File: src/rtl/cordic_pkg.sv
// cordic_pkg: shared defaults, Q7.11 angle constants and FSM encodings for the CORDIC angle feeder.
package cordic_pkg;
  localparam int DEF_WORD_LENGTH = 18;
  localparam int DEF_TIMEOUT_CYCLES = 32;
  localparam int PI = 32'h1922;
  localparam int PI_HALF = 32'h0C90;
  typedef enum logic [1:0] {ST_IDLE, ST_ISSUE, ST_WAIT} state_e;
endpackage

File: src/rtl/cordic_req_fifo.sv
// cordic_req_fifo: two-entry request buffer with simultaneous push/pop.
module cordic_req_fifo #(
  parameter int WIDTH = 54
) (
  input  logic             clk_i,
  input  logic             rst_ni,
  input  logic             push_i,
  input  logic             pop_i,
  input  logic [WIDTH-1:0] din_i,
  output logic [WIDTH-1:0] dout_o,
  output logic             full_o,
  output logic             empty_o
);
  logic [WIDTH-1:0] mem_q [2];
  logic             wr_q, rd_q;
  logic [1:0]       cnt_q;
  logic             push, pop;
  assign full_o  = cnt_q == 2'd2;
  assign empty_o = cnt_q == 2'd0;
  assign push    = push_i & ~full_o;
  assign pop     = pop_i & ~empty_o;
  assign dout_o  = mem_q[rd_q];
  always_ff @(posedge clk_i) begin
    if (!rst_ni) begin
      wr_q  <= 1'b0;
      rd_q  <= 1'b0;
      cnt_q <= 2'd0;
    end else begin
      wr_q  <= wr_q ^ push;
      rd_q  <= rd_q ^ pop;
      cnt_q <= cnt_q + 2'(push) - 2'(pop);
    end
  end
  always_ff @(posedge clk_i)
    if (push) mem_q[wr_q] <= din_i;
endmodule

File: src/rtl/cordic_angle_feeder.sv
// cordic_angle_feeder: range-reduces rotation requests into [-pi/2, +pi/2], queues them
// and issues them one at a time to a rotational CORDIC with done/timeout handshake.
module cordic_angle_feeder
  import cordic_pkg::*;
#(
  parameter int WORD_LENGTH    = DEF_WORD_LENGTH,
  parameter int TIMEOUT_CYCLES = DEF_TIMEOUT_CYCLES
) (
  input  logic                   CLK,
  input  logic                   RST,
  input  logic                   IN_VALID,
  output logic                   IN_READY,
  input  logic [WORD_LENGTH-1:0] X_IN,
  input  logic [WORD_LENGTH-1:0] Y_IN,
  input  logic [WORD_LENGTH-1:0] Z_IN,
  output logic                   ENABLE,
  output logic [WORD_LENGTH-1:0] Xo,
  output logic [WORD_LENGTH-1:0] Yo,
  output logic [WORD_LENGTH-1:0] Zo,
  input  logic                   CORDIC_DONE,
  output logic                   BUSY,
  output logic                   RANGE_ERR,
  output logic                   TIMEOUT
);
  localparam int W  = WORD_LENGTH;
  localparam int CW = $clog2(TIMEOUT_CYCLES) + 1;
  typedef logic signed [W-1:0] word_t;
  localparam word_t PI_W  = word_t'(PI);
  localparam word_t PH_W  = word_t'(PI_HALF);
  localparam word_t MAX_W = {1'b0, {(W-1){1'b1}}};
  localparam word_t MIN_W = {1'b1, {(W-1){1'b0}}};

  function automatic word_t sat_neg(input word_t v);
    return (v == MIN_W) ? MAX_W : -v;
  endfunction

  state_e        state_q, state_d;
  logic [CW-1:0] tmo_q, tmo_d;
  logic          to_d, to_q, rerr_q, init_q;
  word_t         x, y, z, xr, yr, zr;
  word_t         x_q, y_q, z_q;
  logic          hi, lo, in_range, accept, push, pop, full, empty;
  logic [3*W-1:0] head;

  always_comb begin
    x        = word_t'(X_IN);
    y        = word_t'(Y_IN);
    z        = word_t'(Z_IN);
    hi       = z > PH_W;
    lo       = z < -PH_W;
    in_range = (z <= PI_W) && (z >= -PI_W);
    xr       = (hi || lo) ? sat_neg(x) : x;
    yr       = (hi || lo) ? sat_neg(y) : y;
    zr       = hi ? z - PI_W : lo ? z + PI_W : z;
  end

  assign IN_READY  = init_q & ~full;
  assign accept    = IN_VALID & IN_READY;
  assign push      = accept & in_range;
  assign pop       = (state_q == ST_IDLE) & ~empty;
  assign ENABLE    = state_q == ST_ISSUE;
  assign BUSY      = state_q != ST_IDLE;
  assign RANGE_ERR = rerr_q;
  assign TIMEOUT   = to_q;
  assign Xo        = x_q;
  assign Yo        = y_q;
  assign Zo        = z_q;

  cordic_req_fifo #(.WIDTH(3*W)) u_fifo (
    .clk_i  (CLK),
    .rst_ni (RST),
    .push_i (push),
    .pop_i  (pop),
    .din_i  ({xr, yr, zr}),
    .dout_o (head),
    .full_o (full),
    .empty_o(empty)
  );

  // CORDIC_DONE is only looked at in WAIT and wins over an expiring count.
  always_comb begin
    state_d = state_q;
    tmo_d   = tmo_q;
    to_d    = 1'b0;
    case (state_q)
      ST_IDLE:  state_d = empty ? ST_IDLE : ST_ISSUE;
      ST_ISSUE: begin
        state_d = ST_WAIT;
        tmo_d   = '0;
      end
      ST_WAIT: begin
        to_d    = !CORDIC_DONE && (tmo_q == CW'(TIMEOUT_CYCLES - 1));
        state_d = (CORDIC_DONE || to_d) ? ST_IDLE : ST_WAIT;
        tmo_d   = tmo_q + CW'(1);
      end
      default:  state_d = ST_IDLE;
    endcase
  end

  always_ff @(posedge CLK) begin
    if (!RST) begin
      state_q <= ST_IDLE;
      tmo_q   <= '0;
      to_q    <= 1'b0;
      rerr_q  <= 1'b0;
      init_q  <= 1'b0;
      x_q     <= '0;
      y_q     <= '0;
      z_q     <= '0;
    end else begin
      state_q <= state_d;
      tmo_q   <= tmo_d;
      to_q    <= to_d;
      rerr_q  <= accept & ~in_range;
      init_q  <= 1'b1;
      if (pop) {x_q, y_q, z_q} <= head;
    end
  end
endmodule

File: config.mk
export PLATFORM = sky130hd
export DESIGN_NAME = cordic_angle_feeder
export DESIGN_NICKNAME = d
export VERILOG_FILES = /design/src/rtl/cordic_pkg.sv /design/src/rtl/cordic_req_fifo.sv /design/src/rtl/cordic_angle_feeder.sv
export SDC_FILE = /design/constraint.sdc
export NUM_CORES = 1
export LEC_CHECK = 0
export CAP_MARGIN = 20
export CORE_ASPECT_RATIO = 0.7
export CORE_MARGIN = 5
export CORE_UTILIZATION = 36
export CTS_BUF_LIST = sky130_fd_sc_hd__clkbuf_2 sky130_fd_sc_hd__clkbuf_4 sky130_fd_sc_hd__clkbuf_8
export DETAILED_ROUTE_END_ITERATION = 8
export GPL_TIMING_DRIVEN = 0
export SYNTH_ARGS = -nofsm -noshare
export SYNTH_HDL_FRONTEND = slang
export SYNTH_HIERARCHICAL = 1
export SYNTH_SLANG_ARGS = --single-unit
File: constraint.sdc
create_clock -name CLK -period 5.19 [get_ports CLK]
set_clock_uncertainty 0.15 [all_clocks]
set_input_delay 1.038 -clock CLK [delete_from_list [all_inputs] [get_ports CLK]]
set_output_delay 1.038 -clock CLK [all_outputs]
set_load 0.05 [all_outputs]
Word level (Yosys, flattened, before mapping)

Memory sizes are Yosys's and may differ from the RTL's. A register that Yosys moved wholly into a read port is not among the register bits.
Cells that the tools add are included.

Flip-flop bits (word level): 15
Memory bits (writable): 108
Output and inout port bits: 59
Logic and storage cells: 62
Memories: 1

Add/sub/neg operators: 7
Magnitude comparators: 4
Equal/unequal tests: 6
Muxes and demuxes: 13
Bitwise operators: 12
Reduce and logical (&&, ||, !) cells: 11

Memories:

| memory       | depth | bits a word | read ports | clocked after memory_dff | wr ports | RTL line              | RTL |
|---|---|---|---|---|---|---|---|
| u_fifo.mem_q | 2     | 54          | 1          | 1                        | 1        | cordic_req_fifo.sv:14 | `logic [WIDTH-1:0] mem_q [2];` |

Operators by type and width:

| kind                                                                                | count |
|---|---|
| 18-bit 2-to-1 mux                                                                   | 6 |
| 18-bit equality test (second input constant)                                        | 2 |
| 18-bit negator                                                                      | 2 |
| 18-bit by 14-bit adder with 18-bit output (second input constant)                   | 1 |
| 18-bit by 14-bit >= comparator with 1-bit output (second input constant)            | 1 |
| 18-bit by 13-bit > comparator with 1-bit output (second input constant)             | 1 |
| 18-bit by 14-bit less-or-equal comparator with 1-bit output (second input constant) | 1 |
| 18-bit by 13-bit less-than comparator with 1-bit output (second input constant)     | 1 |
| 18-bit by 14-bit subtractor with 18-bit output (second input constant)              | 1 |
| 6-bit one-hot mux with 2 select lines                                               | 1 |
| 1-bit bitwise AND                                                                   | 7 |
| 6-bit by 1-bit adder with 6-bit output (second input constant)                      | 1 |
| 6-bit by 5-bit equality test with 1-bit output (second input constant)              | 1 |
| 2-bit one-hot mux with 3 select lines                                               | 1 |
| 2-bit equality test (second input constant)                                         | 2 |
| 2-bit logical NOT                                                                   | 2 |
| 1-bit 2-to-1 mux                                                                    | 4 |
| 2-bit nonzero test                                                                  | 2 |
| 1-bit NOT                                                                           | 3 |
| 2-bit by 1-bit adder with 2-bit output                                              | 1 |
| 2-bit by 1-bit equality test with 1-bit output (second input constant)              | 1 |
| 1-bit logical AND                                                                   | 2 |
| 1-bit logical NOT                                                                   | 2 |
| 1-bit logical OR                                                                    | 2 |
| other kinds (4)                                                                     | 5 |

Longest topological paths before layout

Depth after elaboration: 8
Gate-level depth with buffers: 12
Mapped depth without buffers: 10

Cells and area by module

The synthesis kept the hierarchy.

Modules (own cells, without submodules):

| module              | times used | cells each | area each (um2) | seq. area each (um2) |
|---|---|---|---|---|
| cordic_req_fifo     | 1          | 192        | 4,406.7         | 3,343.2 |
| cordic_angle_feeder | 1          | 602        | 4,237.8         | 1,301.2 |

Least setup slack after synthesis

No wires, ideal clock.

Path kind: input port to flip-flop
From: input port Z_IN[3]
To: memory u_fifo.mem_q[1][0] (enable)
Data arrival time: 3.784 ns
Data required time: 4.622 ns
Path slack: 0.838 ns
Stages: 8
Buffers on the path: 1
Cells stage by stage: clkbuf_1 nand3_1 or4_1 a21oi_1 a22oi_1 nor2_1 nor2b_1 ha_1

Cells in the longest elaborated chain, start to end: 6
Elaborated cells between the ends (all ways): 7
Those cells by class: order compare: 2; mux: 2; bitwise: 2; reduce/logical: 1

RTL lines:

| what                                                                                                                            | RTL line                  | RTL |
|---|---|---|
| start, declared                                                                                                                 | cordic_angle_feeder.sv:15 | `input logic [WORD_LENGTH-1:0] Z_IN,` |
| 18-bit by 14-bit less-or-equal comparator with 1-bit output or 18-bit by 14-bit >= comparator with 1-bit output (tied branches) | cordic_angle_feeder.sv:51 | `in_range = (z <= PI_W) && (z >= -PI_W);` |
| 1-bit logical AND (*)                                                                                                           | cordic_angle_feeder.sv:51 |  |
| 1-bit bitwise AND (*)                                                                                                           | cordic_angle_feeder.sv:59 | `assign push = accept & in_range;` |
| via push                                                                                                                        | cordic_angle_feeder.sv:42 | `logic hi, lo, in_range, accept, push, pop, full, empty;` |
| 1-bit bitwise AND (*)                                                                                                           | cordic_req_fifo.sv:20     | `assign push = push_i & ~full_o;` |
| 1-bit 2-to-1 mux (*)                                                                                                            | cordic_req_fifo.sv:35     | `if (push) mem_q[wr_q] <= din_i;` |
| 1-bit 2-to-1 mux (not written as such) (*)                                                                                      | cordic_req_fifo.sv:35     |  |
| end, declared                                                                                                                   | cordic_req_fifo.sv:14     |  |

Mark *: on every way through the listed nets, which the timed path passes. The rest lies on a longest branch.

Final worst setup path

From: input port Z_IN[2]
To: memory u_fifo.mem_q[0][49] (enable)

Same word-level chain as after synthesis.

==> impl_metrics.csv <==
group,metric,value,unit
critical_path,ff2ff_path_depth,12,
route,route.vias.total,6177,
die,die_x,195.2,um
critical_path,cp-start-kind,"input port",
sta,min_period_over_period,0.8373,
placed_design,post-place-ws,0.3714,ns
yosys,yosysSeqAreaShare,0.5373,
final_layout,drive_gt1_frac,0.1223,
final_layout,fin_nets,990,
die,ios,117,
yosys,netlist_instances,794,
pwr,p_leak,3.477,nW
critical_path,cp_data_arrival_time,4.28,ns
critical_path,r2r_slack,2.39,ns
route,wl_per_cell,16.16,um
yosys,synth_fp_nets,865,
critical_path,critical_path.max_fanout,54,
cts,cts_sinks,178,
grt,grt_pass1_vias,5885,
sta,fin_ws,0.8444,ns
sta,timing.fmax,230.1,MHz
sta,grt_setup_unrepaired,"false",
pwr,p_int,2.030,mW
grt,grt_usage,0.1475,
die,row_count,47,
yosys,synth_edf_count,108,
route,routed_via_density,4.942,
route,drt_iter0_markers,354,
die,die-height,139.7,um
cts,root_buffer,"clkbuf_8",
sta,hold_viol,0,
min_path,worstHoldPathCells,2,
final_layout,num_antenna_cells,0,
final_layout,final_common_cell,"nand2_1",
yosys,synth_area_leader_cell,"edfxtp_1",
yosys,synth_ff_type,"edfxtp_1",
min_path,holdCritStartpoint,"Xo[17]$_SDFFE_PN0P_",
route,drc_errors,0,
pwr,power_density,261.4,nW/um^2
critical_path,required,5.12,ns
pwr,peakVddDrop,0.1483,mV
final_layout,area_growth,22.06,%
pwr,p_sw_frac,0.2641,
sta,finalMaxSlewViolations,0,
sta,min_period,4.346,ns
cts,cts_hold_buf,0,
grt,gr-total-overflow,0,
route,routed_wl,20200,um
min_path,holdCritPathClass,"flop to flop",
critical_path,crit_slowest_cell,"ha_4",
pwr,power_frac_clock,0.359,
cts,post-cts-setup-buffers,0,
die,initial_core_util,0.3657,
route,antenna_left,0,
sta,setup_viol,0,
cts,htree_num_levels,4,
yosys,yosys-top-cells-area,"edfxtp_1 (38%), dfxtp_1 (16%), mux2_4 (8.7%)",
grt,grt_pass1_wl,32160,um
placed_design,placed_cells,1218,
grt,grt_max_degree,55,
final_layout,layoutNonFillerInstCount,1250,
cts,cts_resized,0,
yosys,synth_cell_type_count,63,
critical_path,worstSetupPathType,"input port to flop",
yosys,synth_top_area_share,0.3752,
critical_path,reg2reg_to,"u_fifo/cnt_q[1]$_SDFF_PN0_",
yosys,synth-seq-cells,178,
placed_design,globalplace.congestion,0.8978,
yosys,ys_warn_count,6,
outcome,outcome,"finished clean",
cts,clk_path_buf_depth,2,
pwr,power_switching,0.7285,mW
critical_path,r2r-start,"state_q[0]$_SDFF_PN0_",
cts,clock_latency,0.45,ns
yosys,syn_area_per_cell,10.89,sq um
die,die_area,27260,sq um
min_path,hold_end,"Xo[17]$_SDFFE_PN0P_",
sta,worstMarginPinSlew,0.8500,ns
grt,antenna_found_initial,0,
placed_design,dp_hpwl,14420,um
yosys,async_flop_share,0,
route,drt_pre_antenna_iters,5,
cts,numCtsBuffers,17,
yosys,synth_area,8645,sq um
placed_design,io_buffer_count,106,
cts,cts_tree,"yes",
pwr,p_comb_frac,0.090,
critical_path,critical_path.max_stage_delay,0.78,ns
critical_path,crit_path_end_kind,"flop",
cts,path_clk_slew,0.10,ns
pwr,pwr-share-seq,0.551,
critical_path,cp_cell_sequence,"clkdlybuf4s50_1 > ha_1 > nand3_1 > or4_1 > a21oi_1 > a22oi_1 > nor2_1 > nor2b_1 > ha_4",
final_layout,mostFrequentLayoutCells,"nand2_1 (145), edfxtp_1 (108), clkdlybuf4s50_1 (106), dfxtp_1 (70), a21boi_0 (54)",
die,core-area,23640,sq um
sta,max_slew_margin,0.4333,
job,drv_cap,0,
## cell families after synthesis
| logic type | count (synthesis) | share of synthesized area |
|---|---|---|
| muxes | 57 | 0.09553 |
| DFF | 178 | 0.5373 |
| xor gates and xnor gates | 20 | 0.02186 |
| AOI/OAI and AO/OA | 181 | 0.1350 |
| and+or+nand+nor | 272 | 0.1482 |
| buffers and inverters | 73 | 0.04328 |
| adders and majority gates | 13 | 0.01882 |
## power groups by stage
stage               combinational, mW  sequential, mW  clock, mW
floorplan                       0.125            1.56          0
global placement                0.244            1.55          0
detailed placement              0.247            1.55          0
CTS                             0.247            1.52       1.03
global route                    0.271            1.52       1.08
finish                          0.249            1.52      0.991
## registers in the layout (all words and copies together), names as in the netlist, named ones only
signal,cells
RANGE_ERR,1
TIMEOUT,1
Xo,18
Yo,18
Zo,18
init_q,1
state_q,2
tmo_q,6
u_fifo/cnt_q,2
u_fifo/mem_q,108
u_fifo/rd_q,1
u_fifo/wr_q,1
## how the worst max path moves through the flow
stage,from,endpoint,slack [ns],cells after the start
after global placement,Z_IN[2],u_fifo/mem_q[1][51]$_DFFE_PP_,-0.99,9
after detailed placement,Z_IN[2],u_fifo/mem_q[1][37]$_DFFE_PP_,0.37,9
after global routing,Z_IN[2],u_fifo/mem_q[0][12]$_DFFE_PP_,0.65,9
final,Z_IN[2],u_fifo/mem_q[0][49]$_DFFE_PP_,0.84,9
after floorplan,Z_IN[3],u_fifo/mem_q[1][0]$_DFFE_PP_,0.84,8
after CTS,Z_IN[2],u_fifo/mem_q[1][13]$_DFFE_PP_,0.86,9
## routing by layer
layer / GRT usage / vias up / routed length [um]
li1: - / 3107 / -
met2: 0.2218 / 142 / 8754
met3: 0.03600 / 14 / 958
met5: 0 / - / 0
met4: 0.02754 / 0 / 117
met1: 0.2184 / 2914 / 10370
## through the flow
stage                     hold slack, ns  area, sq um  TNS (ns)  power [mW]    util
final                             0.3174        10550         0       2.758  0.4463
after global routing              0.3343        10550         0       2.874  0.4463
after CTS                         0.3223        10550         0       2.794  0.4463
after detailed placement          0.3074        10130         0       1.798  0.4284
after global placement            0.2993        10100   -105.16       1.795  0.4274
after floorplan                   0.3016         8645         0       1.689       -
## synth_stat cells (3+ instances only)
library cell    n
o21a_1          3
buf_2           9
and3_1          4
a31o_2          3
clkbuf_1       32
a211oi_1        3
mux2_4         50
xnor2_1        10
or4_1           4
nand2b_1       11
ha_1           13
nor4_1          3
a21boi_0       54
or3_1           9
o22ai_1         3
dfxtp_1        70
xor2_1          9
nand3_1        14
nor2b_1         6
or3_4           3
inv_1          23
a21oi_1        48
a31oi_1        23
o211ai_1        5
o21ai_1        15
nor2_1         34
mux2i_1         3
o21ai_0        10
mux2_2          4
nand2_1       145
edfxtp_1      108
nand4_1         7
and2_1          5
nor3_1         12
buf_12          5
## cell type report
class                           count  area (sq um)
Buffer                             49         284.0
Clock buffer                       17         234.0
Clock inverter                     15         188.9
Fill cell                        2289         13090
Inverter                           24         90.09
Multi-Input combinational cell    543          3651
Sequential cell                   178          4644
Tap cell                          318         397.9
Timing Repair Buffer              106          1061
## worst max-delay path, delay by kind of cell
kind	cells	cell delay, ns
adder cells (fa/ha/maj)	2	1.03
buffers and inverters	1	0.63
AO/OA/AOI/OAI	2	0.32
AND/OR/NAND/NOR	4	1.23
Note: power is estimated with default switching activity, not from simulation.
